===== config.mk =====
export PLATFORM = sky130hd
export DESIGN_NAME = pipeline_hazard_ctrl
export DESIGN_NICKNAME = d
export VERILOG_FILES = /design/src/rtl/pipe_ctrl_pkg.sv /design/src/rtl/hazard_detect.sv /design/src/rtl/pipeline_hazard_ctrl.sv
export SDC_FILE = /design/constraint.sdc
export NUM_CORES = 1
export LEC_CHECK = 0
export CORE_MARGIN = 2
export CORE_UTILIZATION = 43
export DETAILED_ROUTE_END_ITERATION = 8
export PLACE_DENSITY = 0.84
export RECOVER_POWER = 25
export REMOVE_ABC_BUFFERS = 1
export SETUP_SLACK_MARGIN = 0.4
export SYNTH_ARGS = -nofsm -noshare
export SYNTH_HDL_FRONTEND = slang
export SYNTH_SLANG_ARGS = --single-unit
export TNS_END_PERCENT = 30

===== constraint.sdc =====
create_clock -name CLK -period 3.71 [get_ports CLK]
set_input_delay 0.371 -clock CLK [delete_from_list [all_inputs] [get_ports CLK]]
set_output_delay 0.371 -clock CLK [all_outputs]
set_load 0.01 [all_outputs]

===== src/rtl/pipe_ctrl_pkg.sv =====
// Shared definitions for the IF/ID -> ID/EX hazard control slice: FSM state
// encodings, the NOP instruction word and the control values that form a bubble.
package pipe_ctrl_pkg;

    // Hazard FSM states; the encodings are visible on the debug state port.
    typedef enum logic [1:0] {
        RUN        = 2'd0,
        LOAD_STALL = 2'd1,
        FLUSH      = 2'd2,
        MEM_WAIT   = 2'd3
    } pipeState_t;

    // addi x0, x0, 0: the word IFIDBlock loads when it is flushed.
    localparam logic [31:0] NOP_INST = 32'h00000013;

    // IDEX control fields forced by a bubble (no regfile write, both Dmem strobes idle).
    typedef struct packed {
        logic regWrite;
        logic dmemReb;
        logic dmemWeb;
    } idexCtrl_t;

    localparam idexCtrl_t IDEX_BUBBLE_CTRL = idexCtrl_t'(3'b011);

endpackage


===== src/rtl/hazard_detect.sv =====
// Pure combinational hazard detection: load-use against the EX stage and an
// outstanding (not yet ready) data-memory access.
module hazard_detect (
    input  logic       ID_valid,
    input  logic [4:0] ID_rs1,
    input  logic [4:0] ID_rs2,
    input  logic       ID_use_rs1,
    input  logic       ID_use_rs2,
    input  logic [4:0] EX_rd,
    input  logic       EX_RegWrite,
    input  logic       EX_MemRead,
    input  logic       DmemREB,
    input  logic       DmemWEB,
    input  logic       Dmem_ready,
    output logic       loadUse,
    output logic       memBusy
);

    logic rs1Hit;
    logic rs2Hit;

    // A load writing a non-zero register that the ID instruction actually reads.
    always_comb begin
        rs1Hit  = ID_use_rs1 && (ID_rs1 == EX_rd);
        rs2Hit  = ID_use_rs2 && (ID_rs2 == EX_rd);
        loadUse = EX_MemRead && EX_RegWrite && (EX_rd != 5'd0) && ID_valid
                  && (rs1Hit || rs2Hit);
    end

    // Strobes are active-low; an access is busy until the memory signals ready.
    always_comb begin
        memBusy = (!DmemREB || !DmemWEB) && !Dmem_ready;
    end

endmodule


===== src/rtl/pipeline_hazard_ctrl.sv =====
// Pipeline hazard controller: drives hold/flush/bubble controls for the IFID and
// IDEX registers for load-use, taken branch/jump and multi-cycle Dmem hazards.
// The FSM state and counter are registered; the control outputs are decoded
// combinationally so they act in the cycle the hazard is visible.
module pipeline_hazard_ctrl
    import pipe_ctrl_pkg::*;
#(
    parameter int FLUSH_CYCLES = 2,
    parameter int MEM_TIMEOUT  = 15,
    parameter int CW           = 4
) (
    input  logic       CLK,
    input  logic       RSTB,
    input  logic       CNTEN,
    input  logic       ID_valid,
    input  logic [4:0] ID_rs1,
    input  logic [4:0] ID_rs2,
    input  logic       ID_use_rs1,
    input  logic       ID_use_rs2,
    input  logic [4:0] EX_rd,
    input  logic       EX_RegWrite,
    input  logic       EX_MemRead,
    input  logic       PCsel,
    input  logic       DmemREB,
    input  logic       DmemWEB,
    input  logic       Dmem_ready,
    output logic       PC_stall,
    output logic       IFID_stall,
    output logic       IFID_flush,
    output logic       IDEX_bubble,
    output logic       EX_stall,
    output logic       mem_timeout,
    output logic [1:0] state
);

    localparam logic [CW-1:0] CNT_ONE     = CW'(1);
    localparam logic [CW-1:0] FLUSH_LAST  = CW'(FLUSH_CYCLES - 1);
    localparam logic [CW-1:0] TIMEOUT_MAX = CW'(MEM_TIMEOUT);

    pipeState_t    stateReg;
    pipeState_t    stateNext;
    logic [CW-1:0] cntReg;
    logic [CW-1:0] cntNext;
    logic          memTimeoutReg;
    logic          setTimeout;

    logic          loadUse;
    logic          memBusy;
    logic          cntSatInc;

    logic          pcStallNext;
    logic          ifidStallNext;
    logic          ifidFlushNext;
    logic          idexBubbleNext;
    logic          exStallNext;

    hazard_detect uDetect (
        .ID_valid    (ID_valid),
        .ID_rs1      (ID_rs1),
        .ID_rs2      (ID_rs2),
        .ID_use_rs1  (ID_use_rs1),
        .ID_use_rs2  (ID_use_rs2),
        .EX_rd       (EX_rd),
        .EX_RegWrite (EX_RegWrite),
        .EX_MemRead  (EX_MemRead),
        .DmemREB     (DmemREB),
        .DmemWEB     (DmemWEB),
        .Dmem_ready  (Dmem_ready),
        .loadUse     (loadUse),
        .memBusy     (memBusy)
    );

    // Counter never wraps: it sticks at all-ones.
    assign cntSatInc = (cntReg != '1);

    // Next-state, counter and raw control decode for the running pipeline.
    always_comb begin
        stateNext      = stateReg;
        cntNext        = cntReg;
        setTimeout     = 1'b0;
        pcStallNext    = 1'b0;
        ifidStallNext  = 1'b0;
        ifidFlushNext  = 1'b0;
        idexBubbleNext = 1'b0;
        exStallNext    = 1'b0;
        case (stateReg)
            RUN, LOAD_STALL: begin
                if (memBusy) begin
                    pcStallNext   = 1'b1;
                    ifidStallNext = 1'b1;
                    exStallNext   = 1'b1;
                    stateNext     = MEM_WAIT;
                    cntNext       = CNT_ONE;
                end else if (PCsel) begin
                    // A taken branch squashes the ID instruction, so any
                    // concurrent load-use needs no stall.
                    ifidFlushNext  = 1'b1;
                    idexBubbleNext = 1'b1;
                    if (FLUSH_CYCLES > 1) begin
                        stateNext = FLUSH;
                        cntNext   = CNT_ONE;
                    end else begin
                        stateNext = RUN;
                        cntNext   = '0;
                    end
                end else if (loadUse && (stateReg == RUN)) begin
                    // The single bubble is issued here; LOAD_STALL only lets
                    // the load advance so the same hazard is not re-counted.
                    pcStallNext    = 1'b1;
                    ifidStallNext  = 1'b1;
                    idexBubbleNext = 1'b1;
                    stateNext      = LOAD_STALL;
                end else begin
                    stateNext = RUN;
                end
            end
            FLUSH: begin
                if (memBusy) begin
                    // Memory stall wins; the rest of the flush window is dropped.
                    pcStallNext   = 1'b1;
                    ifidStallNext = 1'b1;
                    exStallNext   = 1'b1;
                    stateNext     = MEM_WAIT;
                    cntNext       = CNT_ONE;
                end else begin
                    ifidFlushNext  = 1'b1;
                    idexBubbleNext = 1'b1;
                    if (PCsel) begin
                        cntNext = CNT_ONE;
                    end else if (cntReg >= FLUSH_LAST) begin
                        stateNext = RUN;
                        cntNext   = '0;
                    end else if (cntSatInc) begin
                        cntNext = cntReg + CNT_ONE;
                    end
                end
            end
            MEM_WAIT: begin
                // EX is frozen here, so branch and load-use inputs are not looked at.
                if (Dmem_ready) begin
                    stateNext = RUN;
                    cntNext   = '0;
                end else begin
                    pcStallNext   = 1'b1;
                    ifidStallNext = 1'b1;
                    exStallNext   = 1'b1;
                    if (cntReg >= TIMEOUT_MAX) begin
                        setTimeout = 1'b1;
                        stateNext  = RUN;
                        cntNext    = '0;
                    end else if (cntSatInc) begin
                        cntNext = cntReg + CNT_ONE;
                    end
                end
            end
            default: begin
                stateNext = RUN;
                cntNext   = '0;
            end
        endcase
    end

    // Final outputs: quiet in reset, full freeze when the run enable is low.
    always_comb begin
        PC_stall    = 1'b0;
        IFID_stall  = 1'b0;
        IFID_flush  = 1'b0;
        IDEX_bubble = 1'b0;
        EX_stall    = 1'b0;
        if (RSTB) begin
            if (CNTEN) begin
                PC_stall    = pcStallNext;
                IFID_stall  = ifidStallNext;
                IFID_flush  = ifidFlushNext;
                IDEX_bubble = idexBubbleNext;
                EX_stall    = exStallNext;
            end else begin
                PC_stall    = 1'b1;
                IFID_stall  = 1'b1;
                EX_stall    = 1'b1;
            end
        end
    end

    // FSM state, counter and sticky timeout flag; all hold while CNTEN is low.
    always_ff @(posedge CLK or negedge RSTB) begin
        if (!RSTB) begin
            stateReg      <= RUN;
            cntReg        <= '0;
            memTimeoutReg <= 1'b0;
        end else if (CNTEN) begin
            stateReg <= stateNext;
            cntReg   <= cntNext;
            if (setTimeout) begin
                memTimeoutReg <= 1'b1;
            end
        end
    end

    assign mem_timeout = memTimeoutReg;
    assign state       = stateReg;

endmodule


==> impl_metrics.env <==
export IMPL_overflow=0
export IMPL_diodes=0
export IMPL_status="completed"
export IMPL_drcViolationCount=0
export IMPL_worst_pin_slew_ns=0.4303
export IMPL_leakage_uw=0.0004341
export IMPL_fin_nets=152
export IMPL_dieArea_um2=2039
export IMPL_r2r_setup_slack_ns=1.83
export IMPL_drive_gt1_share_pct=8.333
export IMPL_initial_core_util_pct=47.24
export IMPL_power_density_nw_per_um2=396.2
export IMPL_critPathArrivalTime_ns=2.33
export IMPL_place_area_um2=1062
export IMPL_numCtsBuffers=3
export IMPL_synth_seq_cells=7
export IMPL_hold_viol_final=0
export IMPL_routed_wl_mm=1.932
export IMPL_dr_pass1_iters=4
export IMPL_fillCellCount=128
export IMPL_drt_initial_drc_count=24
export IMPL_rows=14
export IMPL_ant_nets=0
export IMPL_via_per_inst=5.779
export IMPL_antenna_found_initial=0
export IMPL_io_buffers=34
export IMPL_postCtsSetupBuffers=0
export IMPL_final_cell_area_um2=1089
export IMPL_ioPinCount=35
export IMPL_synth_edf_count=0
export IMPL_routabilityCongestion=0.8771
export IMPL_track_usage_pct=20.51
export IMPL_min_from="mem_timeout"
export IMPL_drv_cap=0
export IMPL_grt_max_degree=13
export IMPL_fin_tns_setup_ns=0
export IMPL_combPwrFrac_pct=51.3
export IMPL_path_clk_slew_ns=0.05
export IMPL_clockRootBuffer="clkbuf_4"
export IMPL_rr_worst_depth=6
export IMPL_syn_avg_cell_area_um2=8.567
export IMPL_grt_pass1_vias=733
export IMPL_syn_to_final_growth_pct=49.48
export IMPL_yosysUniqueCellTypes=41
export IMPL_clock_skew_final_ns=0.001230
export IMPL_synthArstFlopShare_pct=100.0
export IMPL_startpoint="EX_rd[3]"
export IMPL_rr_startpoint="cntReg[0]"
export IMPL_synth_top_cell_area_share_pct=24.05
export IMPL_netlist_area_um2=728.2
export IMPL_setup_viol=0
export IMPL_synth_warnings=0
export IMPL_synth_common_cells="nor2_1 (8), xor2_1 (8), dfrtp_1 (7), inv_1 (6), a21oi_1 (5)"
export IMPL_cts_hold_buffers=0
export IMPL_reg2reg_to="cntReg[3]"
export IMPL_multi_input_area_um2=504.2
export IMPL_max_freq_mhz=370.0
export IMPL_sw_frac_of_total_pct=40.81
export IMPL_synth_area_leaders="dfrtp_1 (24%), xor2_1 (9.6%), ha_1 (6.9%)"
export IMPL_clockBufferDepth=2
export IMPL_rsz0062_at_grt="false"
export IMPL_peakVddDrop_mv=0.3171
export IMPL_min_path_type="flop to flop"
export IMPL_die_height_um=45.15
export IMPL_worstSetupPathType="input pin to primary output"
export IMPL_p_seq_share_pct=32.0
export IMPL_synth_largest_area_cell="dfrtp_1"
export IMPL_synthCells=85
export IMPL_cts_tree="done"
export IMPL_timing_final_crit_share_pct=72.85
export IMPL_die_w_um=45.15
export IMPL_utilization_pct=70.62
export IMPL_intPower_uw=255.3
export IMPL_ys_flop_type="dfrtp_1"
export IMPL_report_final_slew_viol_count=0
export IMPL_dp_final_hpwl_mm=1.591
export IMPL_cp_max_fo=3
export IMPL_coreArea_um2=1541
export IMPL_endpoint_kind="primary output"
export IMPL_relSlewSlack_pct=71.22
export IMPL_cts_resized=0
export IMPL_power_frac_clock_pct=16.7
export IMPL_grt_pass1_wl_mm=3.049
export IMPL_clk_latency_ns=0.26
export IMPL_regArea_um2=175.2
export IMPL_num_vias=786
export IMPL_cts_sinks=7
export IMPL_netSwitchingPower_uw=176.0
export IMPL_wl_per_cell_um=14.21
export IMPL_h_tree_depth=1
export IMPL_seq_area_frac_synth_pct=24.05
export IMPL_critPathCapture="PC_stall"
export IMPL_critPathLaunchType="input pin"
export IMPL_cp_required_ns=3.34
export IMPL_finalCriticalPeriod_ns=2.703
-- state kept, by name (all words and copies together), names as in the netlist --
signal / cells
mem_timeout: 1
state: 2
cntReg: 4
-- metrics by stage --
step	setup slack (ns)	power, µW	hold slack [ns]	std cells
global placement	1.021	355.3	0.4543	132
global route	0.8797	460.3	0.5054	136
CTS	1.001	432.1	0.4319	136
floorplan	1.951	258.2	0.07541	82
detailed placement	1.006	356.4	0.4559	132
finish	1.007	431.3	0.4715	136
-- critical path, cell delays in order --
cell and delay, ns:
clkdlybuf4s50_1 0.47, xor2_1 0.19, nor4_1 0.33, a32oi_1 0.20
o21bai_1 0.20, clkdlybuf4s50_1 0.56
-- routing by layer --
metal / vias to the layer above / routed length, µm / part of all wire, % / global-route usage, %
li1: 383 / - / - / -
met1: 379 / 877 / 45 / 25.18
met2: 24 / 912 / 47 / 33.43
met3: 0 / 142 / 7.3 / 8.000
met4: 0 / 0 / 0 / 5.294
met5: - / 0 / 0 / 0
-- power groups by stage --
stage / sequential (µW) / clock [µW] / combinational, µW
final: 138 / 72.2 / 221
after global routing: 141 / 75.5 / 244
after CTS: 136 / 73.9 / 222
after detailed placement: 138 / 0 / 219
after global placement: 138 / 0 / 217
after floorplan: 133 / 0 / 125
-- worst min path at each step --
stage	cells past startpoint	slack [ns]	endpoint
2_1_floorplan	0	0.08	cntReg[0]
3_3_place_gp	1	0.45	mem_timeout
3_5_place_dp	1	0.46	mem_timeout
4_1_cts	1	0.43	state[0]
5_1_grt	1	0.51	mem_timeout
6_report	1	0.47	mem_timeout
-- placed cells by master, fill, tap and decap left out, types with 2 or more instances in the layout --
master and n:
clkdlybuf4s50_1 33, nor2_1 8, xor2_1 8, dfrtp_1 7, inv_1 6, a21oi_1 5, nand2_1 4, ha_1 4
o21bai_1 3, nand3_1 3, a31oi_1 3, clkbuf_4 3, nor4_1 2, xnor2_1 2
-- layout make-up --
type | count | share of cell area, %
Clock buffer | 4 | 2.414
Inverter | 6 | 2.069
Multi-Input combinational cell | 69 | 46.32
Sequential cell | 7 | 16.09
Tap cell | 16 | 1.839
Timing Repair Buffer | 34 | 31.26
-- kinds of logic (layout without fill, tap and decap cells) --
family                   after synthesis  count (layout)  share of synthesized area (%)
AO/OA/AOI/OAI                         27              27                          26.81
XOR/XNOR                              10              10                          12.03
adder cells (fa/ha/maj)                4               4                          6.873
buffers and inverters                  9              44                          6.700
flip-flops                             7               7                          24.06
AND/OR/NAND/NOR                       28              28                          23.54
No activity file was read; power rests on OpenSTA's default activity.
